$ cat src/rtl/ql_pkg.sv
// Shared definitions for the Q-learning run sequencer: register map, CTRL/STATUS
// bit positions, FSM encoding and reset defaults.
package ql_pkg;

    localparam logic [2:0] ADDR_CTRL        = 3'd0;
    localparam logic [2:0] ADDR_MAX_STEP    = 3'd1;
    localparam logic [2:0] ADDR_MAX_EPISODE = 3'd2;
    localparam logic [2:0] ADDR_SEED        = 3'd3;
    localparam logic [2:0] ADDR_STATUS      = 3'd4;
    localparam logic [2:0] ADDR_EPISODE     = 3'd5;

    localparam int CTRL_GO     = 0;
    localparam int CTRL_RESUME = 1;
    localparam int CTRL_ABORT  = 2;
    localparam int CTRL_CLR    = 3;

    localparam int STAT_BUSY     = 0;
    localparam int STAT_DONE     = 1;
    localparam int STAT_TIMEOUT  = 2;
    localparam int STAT_ABORTED  = 3;
    localparam int STAT_WR_ERR   = 4;
    localparam int STAT_STATE_LO = 5;

    localparam logic [15:0] DEFAULT_SEED = 16'hACE1;

    // Last ARM cycle index: the control unit gets four cycles to leave idle.
    localparam logic [1:0] ARM_LAST = 2'd3;

    typedef enum logic [2:0] {
        ST_IDLE  = 3'd0,
        ST_ARM   = 3'd1,
        ST_RUN   = 3'd2,
        ST_DRAIN = 3'd3,
        ST_DONE  = 3'd4
    } state_t;

    typedef struct packed {
        logic wr_err;
        logic aborted;
        logic timeout;
        logic done;
    } sticky_t;

endpackage

$ cat src/rtl/ql_watchdog.sv
// Saturating cycle counter with synchronous clear and a limit-reached flag.
module ql_watchdog #(
    parameter int              WD_W     = 32,
    parameter logic [WD_W-1:0] WD_LIMIT = 32'd50_000_000
) (
    input  logic clk,
    input  logic rst_n,
    input  logic clr,
    input  logic en,
    output logic hit
);

    logic [WD_W-1:0] count;

    assign hit = (count == WD_LIMIT);

    // NOTE: sequential state uses non-blocking assignments so every flop samples
    // pre-edge values, independent of process evaluation order.
    always_ff @(posedge clk or negedge rst_n) begin
        if (!rst_n) begin
            count <= '0;
        end else if (clr) begin
            count <= '0;
        end else if (en && !hit) begin
            count <= count + {{(WD_W-1){1'b0}}, 1'b1};
        end
    end

endmodule

$ cat src/rtl/ql_run_sequencer.sv
// Host-side sequencer for the Q-learning control unit: register file, launch/abort
// FSM, watchdog supervision and sticky status for software polling.
module ql_run_sequencer
    import ql_pkg::*;
#(
    parameter int              WD_W     = 32,
    parameter logic [WD_W-1:0] WD_LIMIT = 32'd50_000_000
) (
    input  logic        clk,
    input  logic        rst_n,
    input  logic        reg_wr,
    input  logic [2:0]  reg_addr,
    input  logic [15:0] reg_wdata,
    output logic [15:0] reg_rdata,
    output logic        cu_start,
    output logic        cu_active,
    output logic [15:0] cu_max_step,
    output logic [15:0] cu_max_episode,
    output logic [15:0] cu_seed,
    input  logic        cu_idle,
    input  logic        cu_finish,
    input  logic [15:0] cu_ec,
    output logic        irq
);

    state_t      state, state_nxt;
    sticky_t     sticky_q, set_flags;
    logic        clr_sticky, launch, launch_resume;
    logic        resume_q;
    logic [1:0]  arm_cnt_q;
    logic        irq_q;
    logic        wd_clr, wd_en, wd_hit;
    logic        busy;

    logic ctrl_wr, go, resume, abort, clr;
    logic cfg_wr, cfg_open;

    assign ctrl_wr  = reg_wr && (reg_addr == ADDR_CTRL);
    assign go       = ctrl_wr && reg_wdata[CTRL_GO];
    assign resume   = ctrl_wr && reg_wdata[CTRL_RESUME];
    assign abort    = ctrl_wr && reg_wdata[CTRL_ABORT];
    assign clr      = ctrl_wr && reg_wdata[CTRL_CLR];
    assign cfg_wr   = reg_wr && (reg_addr == ADDR_MAX_STEP || reg_addr == ADDR_MAX_EPISODE ||
                                 reg_addr == ADDR_SEED);
    assign cfg_open = (state == ST_IDLE) || (state == ST_DONE);

    ql_watchdog #(
        .WD_W     (WD_W),
        .WD_LIMIT (WD_LIMIT)
    ) u_watchdog (
        .clk   (clk),
        .rst_n (rst_n),
        .clr   (wd_clr),
        .en    (wd_en),
        .hit   (wd_hit)
    );

    // Restart the count on every launch, and again when RUN times out so DRAIN
    // gets its own full budget.
    assign wd_clr = (state == ST_ARM) || (state == ST_RUN && wd_hit);
    assign wd_en  = (state == ST_RUN) || (state == ST_DRAIN);

    always_ff @(posedge clk or negedge rst_n) begin
        if (!rst_n) begin
            state <= ST_IDLE;
        end else begin
            state <= state_nxt;
        end
    end

    // NOTE: every output of a combinational block gets a default first, so no
    // path through the case leaves it unassigned and infers a latch.
    always_comb begin
        state_nxt     = state;
        set_flags     = '0;
        clr_sticky    = 1'b0;
        launch        = 1'b0;
        launch_resume = 1'b0;

        if (cfg_wr && !cfg_open) set_flags.wr_err = 1'b1;

        unique case (state)
            ST_IDLE, ST_DONE: begin
                if (go || resume) begin
                    if ((go && resume) || !cu_idle) begin
                        set_flags.wr_err = 1'b1;
                    end else begin
                        state_nxt     = ST_ARM;
                        launch        = 1'b1;
                        launch_resume = resume;
                    end
                end
                if (clr) begin
                    clr_sticky = 1'b1;
                    if (!launch) state_nxt = ST_IDLE;
                end
            end
            ST_ARM: begin
                if (cu_finish) begin
                    state_nxt = ST_DRAIN;
                end else if (abort) begin
                    state_nxt         = ST_DRAIN;
                    set_flags.aborted = 1'b1;
                end else if (!cu_idle) begin
                    state_nxt = ST_RUN;
                end else if (arm_cnt_q == ARM_LAST) begin
                    state_nxt         = ST_IDLE;
                    set_flags.timeout = 1'b1;
                end
            end
            ST_RUN: begin
                if (cu_finish) begin
                    state_nxt = ST_DRAIN;
                end else if (abort) begin
                    state_nxt         = ST_DRAIN;
                    set_flags.aborted = 1'b1;
                end else if (wd_hit) begin
                    state_nxt         = ST_DRAIN;
                    set_flags.timeout = 1'b1;
                end
            end
            ST_DRAIN: begin
                if (cu_idle) begin
                    state_nxt = ST_DONE;
                end else if (wd_hit) begin
                    state_nxt         = ST_DONE;
                    set_flags.timeout = 1'b1;
                end
            end
            default: state_nxt = ST_IDLE;
        endcase

        if (state == ST_DRAIN && state_nxt == ST_DONE &&
            !(sticky_q.aborted || sticky_q.timeout || set_flags.aborted || set_flags.timeout))
            set_flags.done = 1'b1;
    end

    always_comb begin
        cu_start  = 1'b0;
        cu_active = 1'b0;
        if (state == ST_ARM || state == ST_RUN) begin
            cu_start  = !resume_q;
            cu_active = resume_q;
        end
        busy = (state == ST_ARM) || (state == ST_RUN) || (state == ST_DRAIN);
        irq  = irq_q;
    end

    always_ff @(posedge clk or negedge rst_n) begin
        if (!rst_n) begin
            cu_max_step    <= '0;
            cu_max_episode <= '0;
            cu_seed        <= DEFAULT_SEED;
            sticky_q       <= '0;
            resume_q       <= 1'b0;
            arm_cnt_q      <= '0;
            irq_q          <= 1'b0;
        end else begin
            if (cfg_wr && cfg_open) begin
                if (reg_addr == ADDR_MAX_STEP)    cu_max_step    <= reg_wdata;
                if (reg_addr == ADDR_MAX_EPISODE) cu_max_episode <= reg_wdata;
                if (reg_addr == ADDR_SEED)        cu_seed        <= reg_wdata;
            end
            sticky_q  <= (clr_sticky ? '0 : sticky_q) | set_flags;
            if (launch) resume_q <= launch_resume;
            arm_cnt_q <= (state == ST_ARM) ? arm_cnt_q + 2'd1 : 2'd0;
            irq_q     <= (state_nxt == ST_DONE && state != ST_DONE) ||
                         (state == ST_ARM && state_nxt == ST_IDLE);
        end
    end

    always_comb begin
        reg_rdata = '0;
        unique case (reg_addr)
            ADDR_MAX_STEP:    reg_rdata = cu_max_step;
            ADDR_MAX_EPISODE: reg_rdata = cu_max_episode;
            ADDR_SEED:        reg_rdata = cu_seed;
            ADDR_STATUS: begin
                reg_rdata[STAT_BUSY]                       = busy;
                reg_rdata[STAT_DONE]                       = sticky_q.done;
                reg_rdata[STAT_TIMEOUT]                    = sticky_q.timeout;
                reg_rdata[STAT_ABORTED]                    = sticky_q.aborted;
                reg_rdata[STAT_WR_ERR]                     = sticky_q.wr_err;
                reg_rdata[STAT_STATE_LO+2:STAT_STATE_LO]   = state;
            end
            ADDR_EPISODE:     reg_rdata = cu_ec;
            default:          reg_rdata = '0;
        endcase
    end

endmodule

$ cat config.mk
export PLATFORM = sky130hd
export DESIGN_NAME = ql_run_sequencer
export DESIGN_NICKNAME = d
export VERILOG_FILES = /design/src/rtl/ql_pkg.sv /design/src/rtl/ql_watchdog.sv /design/src/rtl/ql_run_sequencer.sv
export SDC_FILE = /design/constraint.sdc
export NUM_CORES = 1
export LEC_CHECK = 0
export ABC_AREA = 1
export BUFFER_PORTS_ARGS = -buffer_cell sky130_fd_sc_hd__buf_2
export CORE_MARGIN = 2
export CORE_UTILIZATION = 57
export CTS_BUF_LIST = sky130_fd_sc_hd__clkbuf_4
export CTS_CLUSTER_SIZE = 24
export DETAILED_ROUTE_END_ITERATION = 8
export GPL_TIMING_DRIVEN = 0
export PLACE_DENSITY = 0.94
export SLEW_MARGIN = 25
export SYNTH_ARGS = -nofsm -noshare
export SYNTH_HDL_FRONTEND = slang
export SYNTH_SLANG_ARGS = --single-unit
$ cat constraint.sdc
create_clock -name clk -period 2.05 [get_ports clk]
set_clock_uncertainty 0.15 [all_clocks]
set_input_delay 0.1025 -clock clk [delete_from_list [all_inputs] [get_ports clk]]
set_output_delay 0.1025 -clock clk [all_outputs]
set_load 0.05 [all_outputs]
==> results.cfg <==
[floorplan]
die_area_sq_um = 9920
start_util_pct = 59.1
coreArea_sq_um = 8810
ioPinCount = 107
rows = 34
die_h_um = 99.6
die_w_um = 99.6

[sta]
rsz0062_at_grt = yes
finalCritPeriodShare_pct = 106
period_needed_ns = 2.17
worstMarginPinSlew_ns = 0.617
fmax_ghz = 0.461
setup_violations = 29
setup-tns-final_ns = -0.843
drv_slew = 0
worst_slack_ns = -0.119
slew_headroom_pct = 58.7
finalHoldViolCount = 0

[power_and_ir_drop]
total_power_mw = 8.42
leakage_nw = 3.36
irDropWorstVdd_mv = 1.11
powerDensity_nw_per_um2 = 1260

[synthesis]
synth-async-reset-ratio_pct = 100
synthDistinctLibCells = 36
synthCells = 727
syn_avg_cell_area_sq_um = 7.16
yosysWarningCount = 0
seq_area_frac_synth_pct = 43.9
synth-edff-count = 0
ys.flop_type = dfrtp_1
syn_area_sq_um = 5210
synth_nets = 770
ys_ff_latch = 91

[outcome]
status = finished with violations
violations = negative setup slack

[clocking]
insertion_delay_ns = 0.48
numCtsBuffers = 9
cts_sinks = 91
clkTransAtPathRegs_ns = 0.18
cts_tree = done
clock_path_buffers = 2
cts-root-buf = clkbuf_4
cts_htree_levels = 3

[run]
max_cap_viol_count = 0

[critical_path]
reg2reg_slack_ns = -0.12
worst-setup-path-type = flip-flop to flip-flop
r2r_end = u_watchdog.count[30]
cp_max_fo = 4
cp-end-kind = flip-flop
cp.required_ns = 2.28
startpoint = u_watchdog.count[0]
r2r_cells = 11
cp_common_cell = nand2_1
worst_ep_arrival_time_ns = 2.40
timing.rr.start = u_watchdog.count[0]
start_kind = flip-flop
critPathMaxStageDelay_ns = 0.42
critPathSlowestCell = dfrtp_1
path_delay_family = simple AND/OR/NAND/NOR gates
crit_chain = buf_4 > ha_2 > nand2_1 > nor2_4 > nand2_1 > nor2_2 > nand2_1 > nand2_1 > nand2_1 > nand3_1 > o21ai_0
worst-path-buf-inv = 1

[layout]
final_cell_mix = 241 x nand2_1, 105 x buf_2, 83 x inv_1
nets = 932
antennaDiodeCount = 0
fillers = 561
drive_above_1_share_pct = 23.7
instances_no_fill = 1002
fin_area_sq_um = 6700
syn_to_final_growth_pct = 28.6
layout.cells.most_common = nand2_1

[min_path]
holdPathStages = 5
min_to = cu_max_step[1]
hp-start = reg_addr[1]
hold_class = input pin to flip-flop

[global_routing]
grt_overflow = 0
antenna_found_initial = 0
grt_max_degree = 56
grt_pass1_wl_um = 27700
grt_use_total_pct = 35.1
grt_pass1_vias = 5791

[routing]
routed_wl_um = 18400
antenna_left = 0
drt-initial-drc-count = 899
via_per_inst = 6.17
wire_per_inst_um = 18.3
dr.pass1.iters = 8
vias = 6185
drc_errors = 0

[placed_design]
placed_area_sq_um = 5900
dp_slack_ns = -0.241
port_buffers = 104
place_inst = 940
hpwl_um = 11100
gp_congestion = 0.949
## worst min-delay path, cell delays in order
cell and delay [ns]:
buf_2 0.13, nor3_4 0.09, nand3_1 0.19, nand2_1 0.07, o21ai_0 0.06
## how the worst max path moves through the flow
stage | to | slack, ns | depth (start not counted)
detailed placement | u_watchdog.count[9] | -0.24 | 12
global route | u_watchdog.count[30] | -0.20 | 11
finish | u_watchdog.count[30] | -0.12 | 11
global placement | u_watchdog.count[9] | -0.23 | 12
floorplan | u_watchdog.count[0] | 0.15 | 13
CTS | reg_rdata[0] | -0.02 | 5
## cells by family (layout without fill, tap and decap cells)
| logic type | count (synthesis) | count (layout) | share of synthesized area, % |
|---|---|---|---|
| simple gates | 414 | 414 | 33.8 |
| buf+inv | 114 | 281 | 9.08 |
| compound gates | 97 | 97 | 11.1 |
| flops | 91 | 91 | 43.9 |
| xor+xnor | 8 | 8 | 1.35 |
| fa+ha+maj | 3 | 3 | 0.721 |
## timing repair
item                                   CTS  global route
setup buffers                            8            10
gates cloned                             1             1
setup endpoints to repair               40            48
endpoints found under the hold margin  148             0
hold buffers                            27             0
resized for setup                       12            59
pin swaps                                2            16
## sequential cells by signal (all words and copies together) (netlist names)
register and cells:
cu_seed 16, irq 1, resume_q 1, sticky_q 4, cu_max_step 16, cu_max_episode 16, state 3, arm_cnt_q 2
u_watchdog.count 32
## where the power goes
part | internal (mW) | switching, mW | leakage (nW)
Sequential | 2.32 | 0.482 | 1.19
Combinational | 1.32 | 3.24 | 2.08
Clock | 0.293 | 0.763 | 0.0796
Total | 3.93 | 4.49 | 3.36
## routing by layer
| layer | track usage [%] | vias up | part of all wire (%) |
|---|---|---|---|
| li1 | - | 2654 | - |
| met1 | 42.3 | 2750 | 34 |
| met2 | 55.5 | 611 | 45 |
| met3 | 9.98 | 170 | 13 |
| met4 | 22.3 | 0 | 7.3 |
| met5 | 0 | - | 0 |
## through the flow
step	util, %	hold slack (ns)
after floorplan	-	-0.343
after global placement	66.6	0.175
after detailed placement	67.0	-0.130
after CTS	73.3	0.0138
after global routing	76.1	0.0716
final	76.1	0.0457
## synth_stat cells (6+ instances only)
master	instances	area, sq um
nor2_1	84	315
clkbuf_1	13	48.8
a22oi_1	7	52.6
nand2_1	246	923
inv_1	88	330
xor2_1	8	70.1
dfstp_2	8	210
nand3_1	39	195
buf_2	6	30.0
o21ai_0	64	320
nor3_1	7	35.0
nand4_1	22	138
o2111ai_1	14	123
dfrtp_1	83	2080
## cell type report
cell class	count	area (sq um)	area share, %
buffer	22	125	1.87
clock buffer	9	67.6	1.01
clock inverter	7	81.3	1.21
inverter	91	354	5.29
multi-input combinational	522	2610	38.9
sequential	91	2290	34.2
tap	108	135	2.02
timing repair buffer	152	1040	15.5
(Power assumes the default switching activity.)
